### src/rtl/regfile_writeback.sv
// Register-file write-back merge: ALU / load / mul-div results into one registered write port,
// plus a per-register busy scoreboard. Define WB_RR_ARB_EN for round-robin load vs mul/div arbitration.
module regfile_writeback #(
  parameter int XLEN   = 32,
  parameter int NREG_W = 5
) (
  input  logic              i_clk,
  input  logic              i_reset,
  input  logic              i_alu_valid,
  input  logic [NREG_W-1:0] i_alu_rd,
  input  logic [XLEN-1:0]   i_alu_data,
  input  logic              i_ld_valid,
  output logic              o_ld_ready,
  input  logic [NREG_W-1:0] i_ld_rd,
  input  logic [XLEN-1:0]   i_ld_data,
  input  logic              i_md_valid,
  output logic              o_md_ready,
  input  logic [NREG_W-1:0] i_md_rd,
  input  logic [XLEN-1:0]   i_md_data,
  input  logic              i_issue_valid,
  input  logic [NREG_W-1:0] i_issue_rd,
  input  logic [NREG_W-1:0] i_q_rs1,
  input  logic [NREG_W-1:0] i_q_rs2,
  output logic              o_rs1_busy,
  output logic              o_rs2_busy,
  output logic [NREG_W-1:0] o_rd,
  output logic [XLEN-1:0]   o_rd_data,
  output logic              o_wb_valid
);

  localparam int NREG = 1 << NREG_W;

  // Handshake: a source transfers on a cycle where valid && ready. Load and mul/div keep
  // valid, rd and data stable until ready; ready depends only on the valids and arbiter state,
  // is raised only to a valid requester, and at most one source is granted per cycle.
  logic              ld_take, md_take, any_take;
  logic [NREG_W-1:0] win_rd;
  logic [XLEN-1:0]   win_data;
  logic [NREG-1:0]   busy, busy_nxt;

`ifdef WB_RR_ARB_EN
  logic rr_md_first;  // 0: load preferred on a tie, 1: mul/div preferred

  always_ff @(posedge i_clk or posedge i_reset) begin
    if (i_reset)      rr_md_first <= 1'b0;
    else if (ld_take) rr_md_first <= 1'b1;
    else if (md_take) rr_md_first <= 1'b0;
  end

  always_comb begin
    o_ld_ready = 1'b0;
    o_md_ready = 1'b0;
    if (!i_alu_valid) begin
      if (i_ld_valid && i_md_valid) begin
        o_ld_ready = !rr_md_first;
        o_md_ready = rr_md_first;
      end else begin
        o_ld_ready = i_ld_valid;
        o_md_ready = i_md_valid;
      end
    end
  end
`else
  always_comb begin
    o_ld_ready = 1'b0;
    o_md_ready = 1'b0;
    if (!i_alu_valid) begin
      o_ld_ready = i_ld_valid;
      o_md_ready = i_md_valid && !i_ld_valid;
    end
  end
`endif

  assign ld_take  = i_ld_valid && o_ld_ready;
  assign md_take  = i_md_valid && o_md_ready;
  assign any_take = i_alu_valid || ld_take || md_take;

  always_comb begin
    win_rd   = '0;
    win_data = '0;
    if (i_alu_valid) begin
      win_rd   = i_alu_rd;
      win_data = i_alu_data;
    end else if (ld_take) begin
      win_rd   = i_ld_rd;
      win_data = i_ld_data;
    end else if (md_take) begin
      win_rd   = i_md_rd;
      win_data = i_md_data;
    end
  end

  // x0 results complete the handshake but never reach the write port.
  always_ff @(posedge i_clk or posedge i_reset) begin
    if (i_reset) begin
      o_rd       <= '0;
      o_rd_data  <= '0;
      o_wb_valid <= 1'b0;
    end else if (any_take && (win_rd != '0)) begin
      o_rd       <= win_rd;
      o_rd_data  <= win_data;
      o_wb_valid <= 1'b1;
    end else begin
      o_rd       <= '0;
      o_rd_data  <= '0;
      o_wb_valid <= 1'b0;
    end
  end

  // Clear on accept, then set on issue, so a same-edge issue of the same register wins.
  always_comb begin
    busy_nxt = busy;
    if (any_take) busy_nxt[win_rd] = 1'b0;
    if (i_issue_valid) busy_nxt[i_issue_rd] = 1'b1;
    busy_nxt[0] = 1'b0;
  end

  always_ff @(posedge i_clk or posedge i_reset) begin
    if (i_reset) busy <= '0;
    else         busy <= busy_nxt;
  end

  assign o_rs1_busy = busy[i_q_rs1];
  assign o_rs2_busy = busy[i_q_rs2];

endmodule

### config.mk
export PLATFORM = sky130hd
export DESIGN_NAME = regfile_writeback
export DESIGN_NICKNAME = d
export VERILOG_FILES = /design/src/rtl/regfile_writeback.sv
export SDC_FILE = /design/constraint.sdc
export NUM_CORES = 1
export LEC_CHECK = 0
export ABC_AREA = 1
export ABC_CLOCK_PERIOD_IN_PS = 2400
export BUFFER_PORTS_ARGS = -buffer_cell sky130_fd_sc_hd__buf_4
export CAP_MARGIN = 40
export CORE_MARGIN = 10
export CORE_UTILIZATION = 47
export DETAILED_ROUTE_END_ITERATION = 16
export GPL_TIMING_DRIVEN = 0
export PLACE_DENSITY = 0.8
export SLEW_MARGIN = 10
export SYNTH_ARGS = -nofsm -noshare
export SYNTH_HDL_FRONTEND = slang
export SYNTH_SLANG_ARGS = --single-unit
export TNS_END_PERCENT = 5
### constraint.sdc
create_clock -name i_clk -period 2.4 [get_ports i_clk]
set_input_delay 0.36 -clock i_clk [delete_from_list [all_inputs] [get_ports i_clk]]
set_output_delay 0.36 -clock i_clk [all_outputs]
set_load 0.05 [all_outputs]
# After elaboration in Yosys (flattened, before gate mapping)
# Cells that the tools add are included.
# op_classes
bitwise	3
n_lt_le_gt_ge	6
n_mux	21
shifts	0
div	0
add_sub_neg	0
n_mul	0
eq_ne	0
reduce_logical	10
# ops
op	n
32-bit 2-to-1 mux	6
32-bit AND	1
32-bit NOT	1
32-bit bitwise OR	1
5-bit by 6-bit less-than comparator with 1-bit output (second input constant)	4
5-bit 2-to-1 mux	4
1-bit binary-select mux with 5-bit select	2
1-bit demux with 5-bit select	2
5-bit by 1-bit greater-or-equal comparator with 1-bit output (second input constant)	2
1-bit 2-to-1 mux	7
1-bit logical AND	6
5-bit nonzero test	1
1-bit logical OR	2
1-bit logical NOT	1
# word_totals
ff_bits	69
output_inout_bits	42
memories	0
inputBits	132
rom_bits	0
latchBits	0
mem_bits_rw	0
wordCells	44

# Logic depth before layout (Yosys ltp)
# logic_depth
word_depth	16
depth_mapped	11

# Least setup slack after synthesis
# Ideal clock, no wire load.
# synth_path
path_kind	input-to-output
start	in i_q_rs2[0]
end	out o_rs2_busy
arrival_ns	1.592
stages	10
path_slack_ns	0.448
t_required_ns	2.040
path_cell_list	clkbuf_1 > clkbuf_1 > nand2_1 > nand3_1 > nand3_1 > nand2_1 > nand2_1 > nand2_1 > nand2_1 > nand2_1
# synth_between
elab_chain_len	2
# synth_rtl
item	line	text
start, declared	23	input logic [NREG_W-1:0] i_q_rs2,
1-bit binary-select mux with 5-bit select	124	assign o_rs2_busy = busy[i_q_rs2];
1-bit 2-to-1 mux (implied by the code)	124	
end, declared	25	output logic o_rs2_busy,
# Every way passes these cells. The select of a mux whose other input is x is not followed.

# Final worst setup path
# Same ends and word-level chain as after synthesis.

==> impl_results.md <==
- Status: completed
- CTS sink count: 69
- Critical path fanouts, max: 10
- Final WL: roughly 15000 um
- FF-to-FF Start: busy[16]
- CTS tree: done
- Synth Net Count: between 600 and 700
- WL met1: between 5000 and 6000 um
- Core Area: a little under 0.008 mm2
- Most frequent cells in the layout: nand2_1, buf_4, dfrtp_1
- Worst EP arrival: 1820 ps
- Dpl cells: 781
- #FFs+latches synth: 69
- Setup crit end kind: output pin
- Post-Layout Cell Count: about 800
- CTS root buffer: clkbuf_8
- Crit path kind: in -> out
- YS warnings: 0
- First drt pass iteration count: 5
- Placed Instance Area: between 0.005 and 0.006 mm2
- Slew margin rel.: 37.6%
- Power Density: 672 mW/mm2
- Starting Density: 49.0%
- Clock transition at path regs: 80 ps
- Crit-path slowest cell: clkbuf_1
- Layout Skew: 0 ps
- Overall power: between 3 and 4 mW
- Global Route Usage Sum: 24.1%
- I/O Buffers: between 150 and 200
- Netlist cell types: 19
- Top Layer Used: met4
- Area growth from synthesis to layout: 42.7%
- CTS Hold Bufs: 0
- Fill cell count: 661
- Critical path startpoint category: input pin
- Post-DRT Antenna Nets: 0
- Top area cells in the synthesized netlist: dfrtp_1, nand2_1, nand3_1
- Deepest clock path buffer count: 2
- Synth area leader: dfrtp_1
- RSZ-0062 raised after global routing: false
- Num rows: 32
- WL met3: 1590 um
- Fmax: ~460 MHz
- GP Congestion: a little over 0.9
- WL/cell: ~18 um
- Grt total ovfl: 0
- Hold WS: between 60 and 70 ps
- Final Cycle Share: 90.7%
- Total number of vias: 4354
- Worst endpoint required time: 2040 ps
- First-pass GRT wire length: 22800 um
- Die Area: 0.0122 mm2
- NumNets Final: 823
- Type of the worst min-delay path: in -> async
- Share of layout cells above drive strength 1: 30.2%
- CP most frequent cell: nand2_1
- Max Slew Vio Count: 0
- Crit-path cells: clkbuf_1 > inv_1 > buf_2 > nand2_1 > nand3_1 > nand3_1 > nand3_1 > nand2_1 > nand2_1 > nand2_1 > buf_4
- Via density: 5.46
- Most common cell after layout, fill and taps aside: nand2_1
- # H-tree levels: 3
- Ant diodes: 0
- Setup TNS: 0 ps
- Syn avg cell area: 7.51 um2
- Min Clock Period, post-route: roughly 2200 ps
- Final hold vios: 0
- Max VDD drop: 0.000377 V
- Worst Max-Slew Pin Slew: ~930 ps
- Width of the die: around 110 um
- Detailed route wirelength on metal2: between 7000 and 8000 um
- Post-Layout Inst Area: 0.00546 mm2
- Seq/Total Area, Yosys: around 45%
- Initial antenna violation count: 0
- Mapped Cells: 510
- Largest net degree at the start of global routing: 70
- Num CTS Buffers: 9
- Residual DRC: 0
- Post-synth top area share: 45.1%
- Vias in the first global route: 4425
- Synthesized area: ~0.0038 mm2
- # IOs: around 170
- Post-CTS setup buffer count: 0
- Pleak: about 2.9 nW
- Final HPWL DP: 11900 um
- Crit path from: i_q_rs2[0]
- Max cap viols: 0
- Largest stage delay, worst path: 280 ps
- Clock latency on the worst-skew pair: 340 ps
- First DRT Iteration DRCs: 248
- Die Y: 110 um
- Final setup viols: 0
- Post-CTS Resized: 0
-- kinds of logic (layout without fill, tap and decap cells) --
logic type / after synthesis / after routing / share of synthesized area (%)
and+or+nand+nor: 301 / 301 / 34.3
AOI/OAI and AO/OA: 90 / 90 / 14.9
DFF: 69 / 69 / 45.1
buffers and inverters: 50 / 236 / 5.65
-- state kept, by name, indices dropped and copies added (netlist names) --
register    cells
o_rd_data      32
busy           31
o_rd            5
o_wb_valid      1
-- routing by layer --
| metal | vias up | track usage [%] |
|---|---|---|
| li1 | 2059 | - |
| met4 | 0 | 9.36 |
| met1 | 2061 | 26.6 |
| met5 | - | 0 |
| met3 | 30 | 9.40 |
| met2 | 204 | 41.1 |
-- final cells by class --
| class | instances | area [um2] | share of cell area [%] |
|---|---|---|---|
| buffer | 21 | 108 | 1.97 |
| clock buffer | 10 | 138 | 2.52 |
| clock inverter | 6 | 71.3 | 1.31 |
| inverter | 29 | 111 | 2.04 |
| multi-input combinational | 391 | 1890 | 34.5 |
| sequential | 69 | 1730 | 31.6 |
| tap | 102 | 128 | 2.34 |
| timing repair buffer | 170 | 1300 | 23.7 |
-- power breakdown --
group | switching [mW] | internal, mW
Sequential | 0.148 | 1.36
Clock | 0.467 | 0.515
Combinational | 0.734 | 0.445
Total | 1.35 | 2.32
-- per-stage QoR --
step / util [%] / setup slack [ps]
4_1_cts: 69.6 / 239
3_3_place_gp: 66.9 / -423
5_1_grt: 70.0 / 88.0
6_report: 70.0 / 223
2_1_floorplan: - / 300
3_5_place_dp: 67.0 / 246
-- path summary, 6_finish.rpt --
kind / cells past startpoint / slack [ps] / end
setup / recovery: 11 / 220 / o_rs2_busy
hold / removal: 3 / 70 / o_rd_data[30]
setup reg to reg: 2 / 1680 / busy[16]
hold reg to reg: 2 / 490 / busy[7]
max in group asynchronous: 3 / 2030 / busy[12]
min in group i_clk: 3 / 260 / o_rd_data[2]
-- worst max-delay path, delay by kind of cell --
kind,cells,cell delay (ps)
buffers and inverters,4,910
and+or+nand+nor,7,550
-- Yosys cell counts --
cell / number
buf_2: 5
clkbuf_1: 10
a21oi_1: 34
or2_2: 2
dfrtp_1: 69
o21ai_0: 24
nor2_4: 2
buf_6: 3
nand3_2: 6
inv_2: 1
nor2_2: 2
nor2_1: 38
inv_1: 28
nand2_1: 173
buf_1: 3
nand3_1: 67
nor3_1: 9
nand3_4: 2
a22o_1: 32
No activity file was read; power rests on OpenSTA's default activity.
